--- src/rtl/ofm_axi_write_master_pkg.sv ---
// Shared types and constants for the OFM AXI4 write master.
package ofm_wr_pkg;

  typedef enum logic [1:0] {
    ST_IDLE  = 2'd0,
    ST_ADDR  = 2'd1,
    ST_DATA  = 2'd2,
    ST_DRAIN = 2'd3
  } ofm_wr_state_e;

  localparam logic [1:0] AXI_BURST_INCR = 2'b01;
  localparam logic [2:0] AXI_SIZE_64B   = 3'b110;
  localparam logic [1:0] AXI_RESP_OKAY  = 2'b00;
  localparam int         BEAT_BYTES     = 64;
  localparam int         BOUNDARY_4K    = 4096;

endpackage

--- src/rtl/ofm_axi_write_master_if.sv ---
// OFM stream input plus AXI4 write channels, bundled for the write master.
// Every channel transfers on a rising edge where its valid and ready are both high;
// valid never waits on ready, and the payload is held while valid is high and ready low.
interface ofm_axi_write_master_if #(
  parameter int DATA_WIDTH = 512,
  parameter int ADDR_WIDTH = 64
);
  logic                    axis_slv_tvalid;
  logic                    axis_slv_tready;
  logic [DATA_WIDTH-1:0]   axis_slv_tdata;

  logic                    m_axi_awvalid;
  logic                    m_axi_awready;
  logic [ADDR_WIDTH-1:0]   m_axi_awaddr;
  logic [7:0]              m_axi_awlen;
  logic [2:0]              m_axi_awsize;
  logic [1:0]              m_axi_awburst;

  logic                    m_axi_wvalid;
  logic                    m_axi_wready;
  logic [DATA_WIDTH-1:0]   m_axi_wdata;
  logic [DATA_WIDTH/8-1:0] m_axi_wstrb;
  logic                    m_axi_wlast;

  logic                    m_axi_bvalid;
  logic                    m_axi_bready;
  logic [1:0]              m_axi_bresp;

  modport master (
    input  axis_slv_tvalid, axis_slv_tdata,
    output axis_slv_tready,
    output m_axi_awvalid, m_axi_awaddr, m_axi_awlen, m_axi_awsize, m_axi_awburst,
    input  m_axi_awready,
    output m_axi_wvalid, m_axi_wdata, m_axi_wstrb, m_axi_wlast,
    input  m_axi_wready,
    input  m_axi_bvalid, m_axi_bresp,
    output m_axi_bready
  );

  modport slave (
    output axis_slv_tvalid, axis_slv_tdata,
    input  axis_slv_tready,
    input  m_axi_awvalid, m_axi_awaddr, m_axi_awlen, m_axi_awsize, m_axi_awburst,
    output m_axi_awready,
    input  m_axi_wvalid, m_axi_wdata, m_axi_wstrb, m_axi_wlast,
    output m_axi_wready,
    output m_axi_bvalid, m_axi_bresp,
    input  m_axi_bready
  );

endinterface

--- src/rtl/ofm_axi_write_master_bresp.sv ---
// Counts bursts awaiting a write response and records any non-OKAY response.
module axi_bresp_tracker
  import ofm_wr_pkg::*;
#(
  parameter int MAX_OUTSTANDING = 4
) (
  input  logic       clk,
  input  logic       rst,
  input  logic       aw_hs,
  input  logic       b_hs,
  input  logic [1:0] bresp,
  input  logic       clr_err,
  output logic       full,
  output logic       empty,
  output logic       err
);

  localparam int CNT_W = $clog2(MAX_OUTSTANDING + 1);

  logic [CNT_W-1:0] cnt_q, cnt_d;
  logic             err_q, err_d;
  logic             b_live;

  // Responses with nothing outstanding belong to a transfer abandoned by reset.
  assign b_live = b_hs && (cnt_q != '0);

  always_comb begin
    cnt_d = cnt_q;
    err_d = err_q;
    if (aw_hs && !b_live) begin
      cnt_d = cnt_q + CNT_W'(1);
    end else if (!aw_hs && b_live) begin
      cnt_d = cnt_q - CNT_W'(1);
    end
    if (clr_err) begin
      err_d = 1'b0;
    end else if (b_live && (bresp != AXI_RESP_OKAY)) begin
      err_d = 1'b1;
    end
  end

  always_ff @(posedge clk or posedge rst) begin
    if (rst) begin
      cnt_q <= '0;
      err_q <= 1'b0;
    end else begin
      cnt_q <= cnt_d;
      err_q <= err_d;
    end
  end

  assign full  = (cnt_q == CNT_W'(MAX_OUTSTANDING));
  assign empty = (cnt_q == '0);
  assign err   = err_q;

endmodule

--- src/rtl/ofm_axi_write_master.sv ---
// Splits an OFM write request into 4 KB-safe INCR bursts and streams engine data onto the W channel.
module ofm_axi_write_master
  import ofm_wr_pkg::*;
#(
  parameter int DATA_WIDTH      = 512,
  parameter int ADDR_WIDTH      = 64,
  parameter int MAX_BURST_LEN   = 16,
  parameter int MAX_OUTSTANDING = 4
) (
  input  logic                  clk,
  input  logic                  rst,
  input  logic                  req,
  input  logic [ADDR_WIDTH-1:0] addr_base,
  input  logic [ADDR_WIDTH-1:0] addr_offset,
  input  logic [63:0]           xfer_size,
  output logic                  done,
  output logic                  busy,
  output logic                  err,
  output ofm_wr_state_e         dbg_state,
  ofm_axi_write_master_if.master bus
);

  ofm_wr_state_e         state_q, state_d;
  logic [ADDR_WIDTH-1:0] cur_addr_q, cur_addr_d;
  logic [57:0]           beats_left_q, beats_left_d;
  logic [8:0]            blen_q, blen_d;
  logic [8:0]            beat_cnt_q, beat_cnt_d;

  logic [ADDR_WIDTH-1:0] start_addr;
  logic [57:0]           room_beats, lim_beats;
  logic [8:0]            blen_calc;
  logic                  aw_hs, w_hs, b_hs, last_beat, accept;
  logic                  ot_full, ot_empty;
  logic                  unused_low_bits;

  assign start_addr      = addr_base + addr_offset;
  assign unused_low_bits = ^{xfer_size[5:0], start_addr[5:0]};
  assign accept          = (state_q == ST_IDLE) && req;

  // Beats remaining before the next 4 KB page boundary: always 1..64.
  always_comb begin
    room_beats = 58'(7'd64 - {1'b0, cur_addr_q[11:6]});
    lim_beats  = (beats_left_q < 58'(MAX_BURST_LEN)) ? beats_left_q : 58'(MAX_BURST_LEN);
    blen_calc  = (lim_beats < room_beats) ? lim_beats[8:0] : room_beats[8:0];
  end

  always_comb begin
    bus.m_axi_awvalid   = 1'b0;
    bus.m_axi_awaddr    = '0;
    bus.m_axi_awlen     = '0;
    bus.m_axi_awsize    = '0;
    bus.m_axi_awburst   = '0;
    bus.m_axi_wvalid    = 1'b0;
    bus.m_axi_wdata     = '0;
    bus.m_axi_wstrb     = '0;
    bus.m_axi_wlast     = 1'b0;
    bus.axis_slv_tready = 1'b0;
    bus.m_axi_bready    = 1'b1;
    last_beat           = (beat_cnt_q == (blen_q - 9'd1));
    if ((state_q == ST_ADDR) && !ot_full) begin
      bus.m_axi_awvalid = 1'b1;
      bus.m_axi_awaddr  = cur_addr_q;
      bus.m_axi_awlen   = 8'(blen_calc - 9'd1);
      bus.m_axi_awsize  = AXI_SIZE_64B;
      bus.m_axi_awburst = AXI_BURST_INCR;
    end
    // Unbuffered pass-through: a stream stall shows up directly as a W-channel gap.
    if (state_q == ST_DATA) begin
      bus.m_axi_wvalid    = bus.axis_slv_tvalid;
      bus.axis_slv_tready = bus.m_axi_wready;
      bus.m_axi_wdata     = bus.axis_slv_tdata;
      bus.m_axi_wstrb     = '1;
      bus.m_axi_wlast     = last_beat;
    end
  end

  assign aw_hs = bus.m_axi_awvalid && bus.m_axi_awready;
  assign w_hs  = bus.m_axi_wvalid && bus.m_axi_wready;
  assign b_hs  = bus.m_axi_bvalid && bus.m_axi_bready;

  always_comb begin
    state_d      = state_q;
    cur_addr_d   = cur_addr_q;
    beats_left_d = beats_left_q;
    blen_d       = blen_q;
    beat_cnt_d   = beat_cnt_q;
    done         = 1'b0;
    unique case (state_q)
      ST_IDLE: begin
        if (req) begin
          cur_addr_d   = {start_addr[ADDR_WIDTH-1:6], 6'b0};
          beats_left_d = xfer_size[63:6];
          beat_cnt_d   = '0;
          state_d      = (xfer_size[63:6] == '0) ? ST_DRAIN : ST_ADDR;
        end
      end
      ST_ADDR: begin
        if (aw_hs) begin
          cur_addr_d   = cur_addr_q + ADDR_WIDTH'({blen_calc, 6'b0});
          beats_left_d = beats_left_q - 58'(blen_calc);
          blen_d       = blen_calc;
          beat_cnt_d   = '0;
          state_d      = ST_DATA;
        end
      end
      ST_DATA: begin
        if (w_hs) begin
          if (last_beat) begin
            beat_cnt_d = '0;
            state_d    = (beats_left_q != '0) ? ST_ADDR : ST_DRAIN;
          end else begin
            beat_cnt_d = beat_cnt_q + 9'd1;
          end
        end
      end
      ST_DRAIN: begin
        if (ot_empty) begin
          done    = 1'b1;
          state_d = ST_IDLE;
        end
      end
      default: state_d = ST_IDLE;
    endcase
  end

  always_ff @(posedge clk or posedge rst) begin
    if (rst) begin
      state_q      <= ST_IDLE;
      cur_addr_q   <= '0;
      beats_left_q <= '0;
      blen_q       <= '0;
      beat_cnt_q   <= '0;
    end else begin
      state_q      <= state_d;
      cur_addr_q   <= cur_addr_d;
      beats_left_q <= beats_left_d;
      blen_q       <= blen_d;
      beat_cnt_q   <= beat_cnt_d;
    end
  end

  assign busy      = (state_q != ST_IDLE);
  assign dbg_state = state_q;

  axi_bresp_tracker #(
    .MAX_OUTSTANDING(MAX_OUTSTANDING)
  ) u_bresp_tracker (
    .clk    (clk),
    .rst    (rst),
    .aw_hs  (aw_hs),
    .b_hs   (b_hs),
    .bresp  (bus.m_axi_bresp),
    .clr_err(accept),
    .full   (ot_full),
    .empty  (ot_empty),
    .err    (err)
  );

endmodule
--- src/flat_wrapper.sv ---
// flat-port wrapper written by rule: the top's interface ports become plain ports
module ofm_axi_write_master_flat import ofm_wr_pkg::*;
#(
  parameter int DATA_WIDTH      = 512,
  parameter int ADDR_WIDTH      = 64,
  parameter int MAX_BURST_LEN   = 16,
  parameter int MAX_OUTSTANDING = 4
)
  (clk, rst, req, addr_base, addr_offset, xfer_size, done, busy, err, dbg_state, bus_axis_slv_tvalid, bus_axis_slv_tdata, bus_axis_slv_tready, bus_m_axi_awvalid, bus_m_axi_awaddr, bus_m_axi_awlen, bus_m_axi_awsize, bus_m_axi_awburst, bus_m_axi_awready, bus_m_axi_wvalid, bus_m_axi_wdata, bus_m_axi_wstrb, bus_m_axi_wlast, bus_m_axi_wready, bus_m_axi_bvalid, bus_m_axi_bresp, bus_m_axi_bready);
  ofm_axi_write_master_if #(.DATA_WIDTH(DATA_WIDTH), .ADDR_WIDTH(ADDR_WIDTH)) bus_i ();
  input  logic clk;
  input  logic rst;
  input  logic req;
  input  logic [ADDR_WIDTH-1:0] addr_base;
  input  logic [ADDR_WIDTH-1:0] addr_offset;
  input  logic [63:0] xfer_size;
  output logic done;
  output logic busy;
  output logic err;
  output ofm_wr_state_e dbg_state;
  input wire logic [$bits(bus_i.axis_slv_tvalid)-1:0] bus_axis_slv_tvalid;
  input wire logic [$bits(bus_i.axis_slv_tdata)-1:0] bus_axis_slv_tdata;
  output wire logic [$bits(bus_i.axis_slv_tready)-1:0] bus_axis_slv_tready;
  output wire logic [$bits(bus_i.m_axi_awvalid)-1:0] bus_m_axi_awvalid;
  output wire logic [$bits(bus_i.m_axi_awaddr)-1:0] bus_m_axi_awaddr;
  output wire logic [$bits(bus_i.m_axi_awlen)-1:0] bus_m_axi_awlen;
  output wire logic [$bits(bus_i.m_axi_awsize)-1:0] bus_m_axi_awsize;
  output wire logic [$bits(bus_i.m_axi_awburst)-1:0] bus_m_axi_awburst;
  input wire logic [$bits(bus_i.m_axi_awready)-1:0] bus_m_axi_awready;
  output wire logic [$bits(bus_i.m_axi_wvalid)-1:0] bus_m_axi_wvalid;
  output wire logic [$bits(bus_i.m_axi_wdata)-1:0] bus_m_axi_wdata;
  output wire logic [$bits(bus_i.m_axi_wstrb)-1:0] bus_m_axi_wstrb;
  output wire logic [$bits(bus_i.m_axi_wlast)-1:0] bus_m_axi_wlast;
  input wire logic [$bits(bus_i.m_axi_wready)-1:0] bus_m_axi_wready;
  input wire logic [$bits(bus_i.m_axi_bvalid)-1:0] bus_m_axi_bvalid;
  input wire logic [$bits(bus_i.m_axi_bresp)-1:0] bus_m_axi_bresp;
  output wire logic [$bits(bus_i.m_axi_bready)-1:0] bus_m_axi_bready;
  assign bus_i.axis_slv_tvalid = bus_axis_slv_tvalid;
  assign bus_i.axis_slv_tdata = bus_axis_slv_tdata;
  assign bus_axis_slv_tready = bus_i.axis_slv_tready;
  assign bus_m_axi_awvalid = bus_i.m_axi_awvalid;
  assign bus_m_axi_awaddr = bus_i.m_axi_awaddr;
  assign bus_m_axi_awlen = bus_i.m_axi_awlen;
  assign bus_m_axi_awsize = bus_i.m_axi_awsize;
  assign bus_m_axi_awburst = bus_i.m_axi_awburst;
  assign bus_i.m_axi_awready = bus_m_axi_awready;
  assign bus_m_axi_wvalid = bus_i.m_axi_wvalid;
  assign bus_m_axi_wdata = bus_i.m_axi_wdata;
  assign bus_m_axi_wstrb = bus_i.m_axi_wstrb;
  assign bus_m_axi_wlast = bus_i.m_axi_wlast;
  assign bus_i.m_axi_wready = bus_m_axi_wready;
  assign bus_i.m_axi_bvalid = bus_m_axi_bvalid;
  assign bus_i.m_axi_bresp = bus_m_axi_bresp;
  assign bus_m_axi_bready = bus_i.m_axi_bready;
  ofm_axi_write_master #(.DATA_WIDTH(DATA_WIDTH), .ADDR_WIDTH(ADDR_WIDTH), .MAX_BURST_LEN(MAX_BURST_LEN), .MAX_OUTSTANDING(MAX_OUTSTANDING)) u_core (.clk(clk), .rst(rst), .req(req), .addr_base(addr_base), .addr_offset(addr_offset), .xfer_size(xfer_size), .done(done), .busy(busy), .err(err), .dbg_state(dbg_state), .bus(bus_i));
endmodule
--- config.mk ---
export PLATFORM = sky130hd
export DESIGN_NAME = ofm_axi_write_master_flat
export DESIGN_NICKNAME = d
export VERILOG_FILES = /design/src/rtl/ofm_axi_write_master_pkg.sv /design/src/rtl/ofm_axi_write_master_if.sv /design/src/rtl/ofm_axi_write_master_bresp.sv /design/src/rtl/ofm_axi_write_master.sv /design/src/flat_wrapper.sv
export SDC_FILE = /design/constraint.sdc
export NUM_CORES = 1
export LEC_CHECK = 0
export ABC_AREA = 1
export CORE_AREA = 5 5 526 528
export CTS_CLUSTER_DIAMETER = 40
export CTS_CLUSTER_SIZE = 20
export DETAILED_ROUTE_END_ITERATION = 8
export DIE_AREA = 0 0 531 533
export HOLD_SLACK_MARGIN = 0.05
export PLACE_DENSITY_LB_ADDON = 0.05
export SLEW_MARGIN = 10
export SYNTH_ARGS = -nofsm -noshare
export SYNTH_HDL_FRONTEND = slang
export SYNTH_SLANG_ARGS = --single-unit
--- constraint.sdc ---
create_clock -name clk -period 13.6 [get_ports clk]
set_clock_uncertainty 0.15 [all_clocks]
set_input_delay 2.72 -clock clk [delete_from_list [all_inputs] [get_ports clk]]
set_output_delay 2.72 -clock clk [all_outputs]
set_load 0.02 [all_outputs]
==> flow_summary.ini, run 1 <==
[power_and_ir_drop]
p_comb_share_pct = 80.1
power_frac_seq_pct = 12.5
p_int_mw = 2.672
power_frac_clock_pct = 7.3
ir_drop_mv = 0.1066
p_sw_share_pct = 62.24
p_leak_nw = 16.93
p_per_area_nw_per_um2 = 182.3
p_sw_mw = 4.404
p_total_mw = 7.076

[die]
ios = 1376
num_rows = 192
fp.dieW_um = 531
die_area_um2 = 283000
start_util_pct = 7.596
core_area_um2 = 271900
die_h_um = 533

[job]
cap_viol_max_count = 0

[placed_design]
portBuffers = 1360
hpwlAfterDp_um = 273900
postPlaceCellArea_um2 = 38180
gp_congestion = 1.004
dp.cells = 8658
pre_cts_slack_ns = 5.253

[drt]
first_pass_iters = 5
via_count = 29630
antenna_left = 0
vias_per_cell = 3.400
wl_um = 298900
drt_iter0_markers = 1890
wl_per_cell_um = 34.30
drc = 0

[critical_path]
arrival_ns = 5.83
worstReg2RegStart = u_core.beats_left_q[35]
worstPathMaxFanout = 9
criticalPathCategory = reg -> out
r2r_cells = 27
end_kind = primary output
crit_chain = nor2_1 > nand2_1 > nor2_1 > nand2_1 > nor2_2 > nand2_1 > nor2_1 > ha_1 > a21oi_1 > o21ai_0 > a21oi_1 > nand2_8 > o21ai_2 > inv_1 > ha_1 > nand3_1 > o21ai_0 > a21oi_1 > clkdlybuf4s50_1
startpoint = u_core.beats_left_q[35]
reg2reg_to = u_core.cur_addr_q[32]
cpPeakStageDelay_ns = 0.76
slowest_stage = clkdlybuf4s50_1
required_ns = 10.73
cp-start-kind = register
r2r_slack_ns = 6.29

[layout]
design_area_um2 = 38830
fillCellCount = 31860
drive_gt1_share_pct = 2.588
fin_nets = 5895
fin_cells = 8715
area_delta_synth_final_pct = 87.95

[synthesis]
synth_area_leaders = nor2_1 (18%), dfrtp_1 (17%), inv_1 (17%), nand2_1 (9.5%), o21ai_0 (5.6%)
synth_top_area_share_pct = 17.64
synth_area_um2 = 20660
avgSynthCellArea_um2 = 5.377
netlist_instances = 3842
yosys_warnings = 0
synthDistinctLibCells = 57
synth.ff_latch_count = 140
synth-seq-area-share_pct = 16.96
yosysTopAreaCell = nor2_1

[timing]
post-route-min-period_ns = 8.704
hold_viol = 0
max_freq_mhz = 114.9
rsz0062_at_grt = false
setup_viol = 0
slew_violations = 0
max_slew_margin_pct = 1.406
fin_ws_ns = 4.896
worstMarginPinSlew_ns = 1.473
fin_setup_tns_ns = 0
fin_crit_sh_pct = 64.00

[cts]
ctsHoldBuffers = 0
cts_root_buffer = clkbuf_16
clock-sinks = 140
htreeDepth = 4
clk-insertion-delay-late_ns = 0.52
path_clk_slew_ns = 0.08
post_cts.repair.setup_buffers = 0
max-clock-path-buffers = 2
cts_resized = 0
cts_buffers = 17
cts_tree = yes

[grt]
grt_first_pass_wirelength_um = 364900
grt_pass1_vias = 29810
antenna_found_initial = 215
grt-ovfl-total = 0
grt_start_max_net_pins = 122
track_usage_pct = 20.26

[min_path]
hp-class = reg -> reg
min_from = u_core.blen_q[1]
hold_depth = 2
min_to = u_core.blen_q[1]

[outcome]
status = finished clean
==> synth_stat cells, drive strengths merged <==
cell,instances
nor4b,1
o32ai,1
o31ai,3
a21boi,9
nand3b,9
xnor2,11
nor4,39
buf,95
a31oi,38
fa,3
ha,91
a31o,1
or4,1
nand2,534
nand3,130
dfrtp,140
clkbuf,96
a21oi,231
nand4,48
o2111ai,1
nor3,62
conb,2
nor3b,1
nor2,982
a21o,9
a211oi,4
o21bai,10
o21ai,239
a22o,1
and2,3
o21a,9
inv,918
a22oi,10
or2,10
o211ai,13
o22ai,10
and3,2
o2bb2ai,1
xor2,70
o221ai,4
==> layout by cell type (no fill, tap or decap), types with 4 or more instances in the layout <==
cell type / count
a31oi_1: 37
a21o_1: 9
nand4_1: 48
nor4_1: 36
inv_1: 907
or2_2: 8
nand2_2: 8
o221ai_1: 4
nor2_1: 969
o21ai_0: 233
inv_2: 7
o211ai_1: 13
a22oi_1: 10
diode_2: 25
nand3b_1: 9
nor2_4: 4
clkdlybuf4s50_1: 1360
a21boi_0: 9
clkinvlp_4: 4
ha_1: 91
nand3_1: 128
nor2_2: 8
nor3_1: 60
a211oi_1: 4
o21a_1: 9
o22ai_1: 10
buf_4: 44
clkbuf_16: 17
xor2_1: 70
a21oi_1: 229
dfrtp_1: 140
xnor2_1: 11
o21bai_1: 10
inv_6: 4
o21ai_1: 4
conb_1: 15
nand2_1: 523
==> final cells by class <==
type / instances / area (um2) / share of cell area [%]
timing repair buffer: 1405 / 13960 / 35.96
clock inverter: 11 / 108.9 / 0.2804
clock buffer: 21 / 470.5 / 1.212
multi-input combinational: 2606 / 12770 / 32.88
antenna: 25 / 62.56 / 0.1611
inverter: 918 / 3461 / 8.914
tap: 3589 / 4491 / 11.57
sequential: 140 / 3503 / 9.023
==> per-layer routing <==
layer	up-vias	track usage, %	wire, um
met4	84	1.387	3518
li1	14170	-	-
met3	413	5.375	20780
met5	-	0	587
met1	13710	25.69	129700
met2	1252	35.68	144400
==> state kept, by name, indices dropped and copies added (netlist names) <==
signal                        flops
u_core.beats_left_q              58
u_core.cur_addr_q                58
u_core.u_bresp_tracker.err        1
u_core.blen_q                     9
u_core.u_bresp_tracker.cnt_q      3
u_core.beat_cnt_q                 9
u_core.dbg_state                  2
==> cells by family after synthesis <==
family	count (synthesis)	synth area share, %
other cells	2	0.03636
fa+ha+maj	94	5.803
buf+inv	1109	21.59
compound gates	594	15.80
xor+xnor	81	3.434
flops	140	16.96
simple gates	1822	36.37
==> power by group through the flow <==
stage,sequential (mW),combinational (mW),clock [mW]
after floorplan,0.788,2.76,0
after global placement,0.897,5.85,0
after detailed placement,0.895,5.81,0
after CTS,0.889,5.84,0.550
after global routing,0.921,6.11,0.558
final,0.887,5.67,0.518
==> worst max-delay path by stage <==
stage	cells past startpoint	to
4_1_cts	19	bus_m_axi_awlen[4]
2_1_floorplan	7	bus_m_axi_wdata[100]
3_5_place_dp	19	bus_m_axi_awlen[4]
3_3_place_gp	18	bus_m_axi_awlen[2]
6_report	19	bus_m_axi_awlen[4]
5_1_grt	19	bus_m_axi_awlen[4]
==> through the flow <==
stage                     hold WS [ns]  util, %
after floorplan                 0.3030        -
after global placement          0.3303    14.04
after detailed placement        0.3294    14.04
after CTS                       0.3482    14.25
after global routing            0.3651    14.26
final                           0.3394    14.28
==> critical path, delay by kind of cell, from the launching register on <==
family          cells  cell delay [ns]
compound gates      6             1.87
fa+ha+maj           2             0.49
buf+inv             2             0.85
flops               1             0.43
simple gates        9             1.63
Power figures use the tool's default switching activity.
==> run 2, diff against run 1 <==
==> constraint.sdc (replaced) <==
create_clock -name clk -period 8 [get_ports clk]
set_clock_uncertainty 0.15 [all_clocks]
set_input_delay 1.6 -clock clk [delete_from_list [all_inputs] [get_ports clk]]
set_output_delay 1.6 -clock clk [all_outputs]
set_load 0.02 [all_outputs]
==> run 2 against run 1 <==
  * Largest cell class unchanged
  * Highest routed layer unchanged
  * Sequential power up 69%
  * Critical endpoint is now bus_m_axi_awlen[2]
  * Worst hold slack better by 0.0027 ns
  * Combinational power is 71% higher
  * Routed wire length down 0.57%
  * Largest power group unchanged
  * Design area rose by 0.17%
  * First-iteration DRC count shrank 7.5%
  * Worst setup slack worse by 4.3 ns
  * Register-to-register slack worse by 4.7 ns
  * Non-clock buffer count rose by 4
  * Clock power rose by 64%
  * Critical path depth down 1
  * Cell count up 0.10%
==> flow_summary.ini, run 2 (synthesized netlist as in run 1, its figures left out) <==
[timing]
fin_setup_tns_ns = 0
setup_viol = 0
slew_violations = 0
fin_ws_ns = 0.5849
rsz0062_at_grt = false
hold_viol = 0
max_freq_mhz = 134.9
max_slew_margin_pct = 3.345
worstMarginPinSlew_ns = 1.444
fin_hold_ws_ns = 0.3421
post-route-min-period_ns = 7.415
fin_crit_sh_pct = 92.69

[job]
cap_viol_max_count = 0

[drt]
drt_iter0_markers = 1749
first_pass_iters = 5
drc = 0
vias_per_cell = 3.392
wl_um = 297200
antenna_left = 0
via_count = 29600
wl_per_cell_um = 34.07

[grt]
grt_use_met1_pct = 25.64
grt_pass1_vias = 29520
grt_first_pass_wirelength_um = 362300
use_met2_pct = 35.02
grt_start_max_net_pins = 112
antenna_found_initial = 219
met3_usage_pct = 5.496
track_usage_pct = 20.10
grt-ovfl-total = 0
grt_busiest_layer = met2

[cts]
post_cts.repair.setup_buffers = 0
clk-insertion-delay-late_ns = 0.53
htreeDepth = 4
cts_buffers = 17
clock-sinks = 140
path_clk_slew_ns = 0.08
ctsHoldBuffers = 0
cts_tree = yes
max-clock-path-buffers = 2
cts_root_buffer = clkbuf_16
cts_resized = 0

[power_and_ir_drop]
p_leak_nw = 16.97
p_total_mw = 12.03
ir_drop_mv = 0.1674
p_per_area_nw_per_um2 = 309.2

[layout]
area.sequential_um2 = 3503
drive_gt1_share_pct = 2.625
layout_commonest_cell = clkdlybuf4s50_1
area_delta_synth_final_pct = 88.27
fillCellCount = 31830
multi_input_area_um2 = 12760
fin_nets = 5899
final_cell_mix = clkdlybuf4s50_1 (1,360), nor2_1 (970), inv_1 (907), nand2_1 (523), o21ai_0 (233)
reg_top3 = u_core.beats_left_q: 58 flops, u_core.cur_addr_q: 58 flops

[die]
fp.dieW_um = 531
ios = 1376
die_h_um = 533
core_area_um2 = 271900
num_rows = 192
start_util_pct = 7.596
die_area_um2 = 283000

[min_path]
min_from = u_core.blen_q[8]
hp-class = reg -> reg

[outcome]
status = finished clean

[critical_path]
worstReg2RegStart = u_core.beats_left_q[10]
r2r_cells = 28
crit_chain = nor2_2 > nand2_1 > nor2_1 > nand2_1 > nor2_2 > nand2_1 > nor2_1 > ha_1 > a21oi_1 > o21ai_0 > a21oi_1 > nand2_8 > o21ai_2 > inv_1 > ha_1 > or2_1 > a21oi_1 > clkdlybuf4s50_1
cp-start-kind = register
r2r_slack_ns = 1.63
worstPathMaxFanout = 9
criticalPathCategory = reg -> out
cpPeakStageDelay_ns = 0.77
reg2reg_to = u_core.cur_addr_q[32]
cp_num_buf_inv = 2
startpoint = u_core.beats_left_q[10]
cp.depth = 18
slowest_stage = clkdlybuf4s50_1
required_ns = 6.25
arrival_ns = 5.67
cp_top_family = compound AO/OA/AOI/OAI gates
cp-endpoint = bus_m_axi_awlen[2]
end_kind = primary output

[placed_design]
gp_congestion = 0.9749
portBuffers = 1360
hpwlAfterDp_um = 272200
pre_cts_slack_ns = 1.067
[run 2: cell types whose count changed in the layout (fill, tap and decap cells not counted)]
cell      before  now
diode_2       25   31
buf_12         1    5
clkbuf_8       3    1
clkinv_2       3    5
clkbuf_1       1    0
nor2_1       969  970
nor2_2         8    7
nor4_1        36   37
nor4_2         3    2
[run 2: worst min-delay path, delay by kind of cell, from the launching register on]
kind | cells | cell delay [ns]
flip-flops | 1 | 0.37
AND/OR/NAND/NOR | 1 | 0.06
buffers and inverters | 1 | 0.04
[run 2: worst min-delay path by stage]
stage	to	slack, ns	cells past startpoint
finish	u_core.blen_q[8]	0.34	2
CTS	u_core.blen_q[8]	0.35	2
detailed placement	u_core.blen_q[8]	0.33	2
floorplan	u_core.blen_q[1]	0.30	2
global route	u_core.blen_q[8]	0.39	2
global placement	u_core.u_bresp_tracker.err	0.33	1
[run 2: where the power goes]
part	switching (mW)	internal, mW	total (mW)
Combinational	6.61	3.07	9.67
Sequential	0.456	1.05	1.50
Clock	0.417	0.434	0.851
Total	7.48	4.55	12.0
[run 2: area by class of cell]
| cell class | count | area share, % |
|---|---|---|
| antenna | 31 | 0.1995 |
| timing repair buffer | 1409 | 36.11 |
| clock inverter | 13 | 0.3056 |
| clock buffer | 18 | 1.129 |
| multi-input combinational | 2606 | 32.80 |
| inverter | 918 | 8.899 |
| sequential | 140 | 9.008 |
| tap | 3589 | 11.55 |
[run 2: metrics by stage]
| step | instance area, um2 | utilization, % | instances |
|---|---|---|---|
| 6_report | 38890 | 14.30 | 8724 |
| 2_1_floorplan | 20710 | - | 3855 |
| 3_3_place_gp | 38260 | 14.07 | 8662 |
| 4_1_cts | 38810 | 14.27 | 8693 |
| 3_5_place_dp | 38260 | 14.07 | 8662 |
| 5_1_grt | 38820 | 14.28 | 8696 |
[run 2: layer usage]
metal / up-vias / share of wire [%]
met2: 1253 / 48
met5: - / 0.17
li1: 14210 / -
met3: 396 / 6.7
met4: 80 / 1.3
met1: 13660 / 44
==> run 3, diff against run 2 <==
--- a/config.mk
+++ b/config.mk
@@ -6,11 +6,11 @@
 export NUM_CORES = 1
 export LEC_CHECK = 0
 export ABC_AREA = 1
-export CORE_AREA = 5 5 526 528
+export CORE_AREA = 4 4 540 542
 export CTS_CLUSTER_DIAMETER = 40
 export CTS_CLUSTER_SIZE = 20
 export DETAILED_ROUTE_END_ITERATION = 8
-export DIE_AREA = 0 0 531 533
+export DIE_AREA = 0 0 544 546
 export HOLD_SLACK_MARGIN = 0.05
 export PLACE_DENSITY_LB_ADDON = 0.05
 export SLEW_MARGIN = 10
==> constraint.sdc (replaced) <==
create_clock -name clk -period 8.1 [get_ports clk]
set_clock_uncertainty 0.15 [all_clocks]
set_input_delay 1.62 -clock clk [delete_from_list [all_inputs] [get_ports clk]]
set_output_delay 1.62 -clock clk [all_outputs]
set_load 0.02 [all_outputs]
==> run 3 against run 2 <==
  * Non-clock buffer count decreased by 23
  * First-iteration DRC count decreased by 4.9%
  * Combinational power decreased by 5.5%
  * Cell count increased by 1.8%
  * Utilization decreased by 0.73 points
  * Die area increased by 4.9%
  * Highest routed layer unchanged
  * Largest cell class unchanged
==> flow_summary.ini, run 3 (synthesized netlist as in run 1, its figures left out) <==
[layout]
reg_top3 = u_core.beats_left_q: 58 flops, u_core.cur_addr_q: 58 flops
fin_nets = 5876
area_delta_synth_final_pct = 88.55
drive_gt1_share_pct = 2.165
layout_commonest_cell = clkdlybuf4s50_1
final_cell_mix = clkdlybuf4s50_1 (1,360), nor2_1 (970), inv_1 (907), nand2_1 (523), o21ai_0 (233)

[critical_path]
criticalPathCategory = reg -> out
reg2reg_to = u_core.beats_left_q[41]
arrival_ns = 5.71
required_ns = 6.33
worstPathMaxFanout = 9
startpoint = u_core.beats_left_q[35]
r2r_slack_ns = 1.61
cp-start-kind = register
r2r_cells = 25
worstReg2RegStart = u_core.beats_left_q[35]
end_kind = primary output

[cts]
cts_resized = 0
clk-insertion-delay-late_ns = 0.52
path_clk_slew_ns = 0.07
post_cts.repair.setup_buffers = 0
clock-sinks = 140
cts_tree = yes
cts_root_buffer = clkbuf_16
max-clock-path-buffers = 2
htreeDepth = 4
cts_buffers = 17
ctsHoldBuffers = 0

[min_path]
hp-class = reg -> reg
min_from = u_core.blen_q[8]
hold_depth = 2
min_to = u_core.blen_q[8]

[drt]
vias_per_cell = 3.286
drc = 0
wl_met1_um = 117700
wl_met3_um = 21200
drt_iter0_markers = 1664
via_count = 29180
first_pass_iters = 5
antenna_left = 0
wl_um = 270500
wl_per_cell_um = 30.46
dr_wl_met2_um = 127900
top_layer = met5

[timing]
slew_violations = 0
hold_viol = 0
setup_viol = 0
post-route-min-period_ns = 7.483
rsz0062_at_grt = false
fin_setup_tns_ns = 0
max_freq_mhz = 133.6
max_slew_margin_pct = 20.52
worstMarginPinSlew_ns = 1.180
fin_crit_sh_pct = 92.39

[die]
die_h_um = 546
core_area_um2 = 286900
ios = 1376
die_area_um2 = 297000
start_util_pct = 7.200
num_rows = 197
fp.dieW_um = 544

[power_and_ir_drop]
ir_drop_mv = 0.2257
p_per_area_nw_per_um2 = 295.4
p_total_mw = 11.51
p_leak_nw = 16.86

[grt]
antenna_found_initial = 178
grt_start_max_net_pins = 143
track_usage_pct = 17.52
grt-ovfl-total = 0
grt_first_pass_wirelength_um = 336900
grt_pass1_vias = 29450

[placed_design]
gp_congestion = 0.9589
portBuffers = 1360
hpwlAfterDp_um = 246700

[job]
cap_viol_max_count = 0

[outcome]
status = finished clean
## run 3: cell count changes in the layout (fill, tap and decap cells not counted), sizes merged
cell,before,now
diode,31,17
clkbuf,18,22
clkinv,7,6
buf,49,26
bufinv,1,2
clkinvlp,4,2
inv,919,917
## run 3: critical path, stage by stage (launching register included)
cell             delay [ns]
dfrtp_1                0.43
nor2_1                 0.26
nand2_1                0.12
nor2_1                 0.16
nand2_1                0.09
nor2_2                 0.28
nand2_1                0.25
nor2_1                 0.20
ha_1                   0.27
a21oi_1                0.13
o21ai_0                0.09
a21oi_1                0.61
nand2_8                0.13
nand2_1                0.11
o21ai_2                0.05
buf_4                  0.18
inv_1                  0.07
ha_1                   0.16
nand3_1                0.18
nor2_1                 0.19
nand2_1                0.07
a21oi_1                0.42
clkdlybuf4s50_1        0.73
## run 3: metal layers
metal,vias to the layer above,global-route usage [%]
li1,14120,-
met1,13510,22.12
met2,1186,30.18
met3,313,5.555
met4,48,1.186
met5,-,0
## run 3: final cells by class
| class | instances | area, um2 |
|---|---|---|
| fill | 33800 | 248000 |
| timing repair buffer | 1386 | 13860 |
| multi-input combinational | 2606 | 12760 |
| tap | 3781 | 4731 |
| sequential | 140 | 3503 |
| inverter | 918 | 3461 |
| clock buffer | 22 | 484.2 |
| clock inverter | 9 | 111.4 |
| antenna | 17 | 42.54 |
## run 3: stage by stage
stage	hold slack, ns	worst slack, ns	area (um2)	util, %	instances
final	0.3418	0.6166	38950	13.58	8879
after global routing	0.3636	0.08223	38910	13.56	8863
after CTS	0.3470	0.4357	38910	13.56	8862
after detailed placement	0.3287	1.055	38310	13.35	8831
after global placement	0.3274	1.106	38310	13.35	8831
after floorplan	0.3030	2.222	20710	-	3855
## run 3: power by group
part           leakage, nW  switching (mW)  internal [mW]
combinational         14.9            6.15           2.99
clock                0.289           0.393          0.484
sequential            1.67           0.453           1.03
## run 3: worst max-delay path by stage
stage	cells past startpoint	to	slack, ns
3_3_place_gp	24	bus_m_axi_awlen[6]	1.11
3_5_place_dp	22	bus_m_axi_awlen[4]	1.06
6_report	22	bus_m_axi_awlen[4]	0.62
4_1_cts	22	bus_m_axi_awlen[4]	0.44
5_1_grt	24	bus_m_axi_awlen[6]	0.08
2_1_floorplan	7	bus_m_axi_wdata[100]	2.22
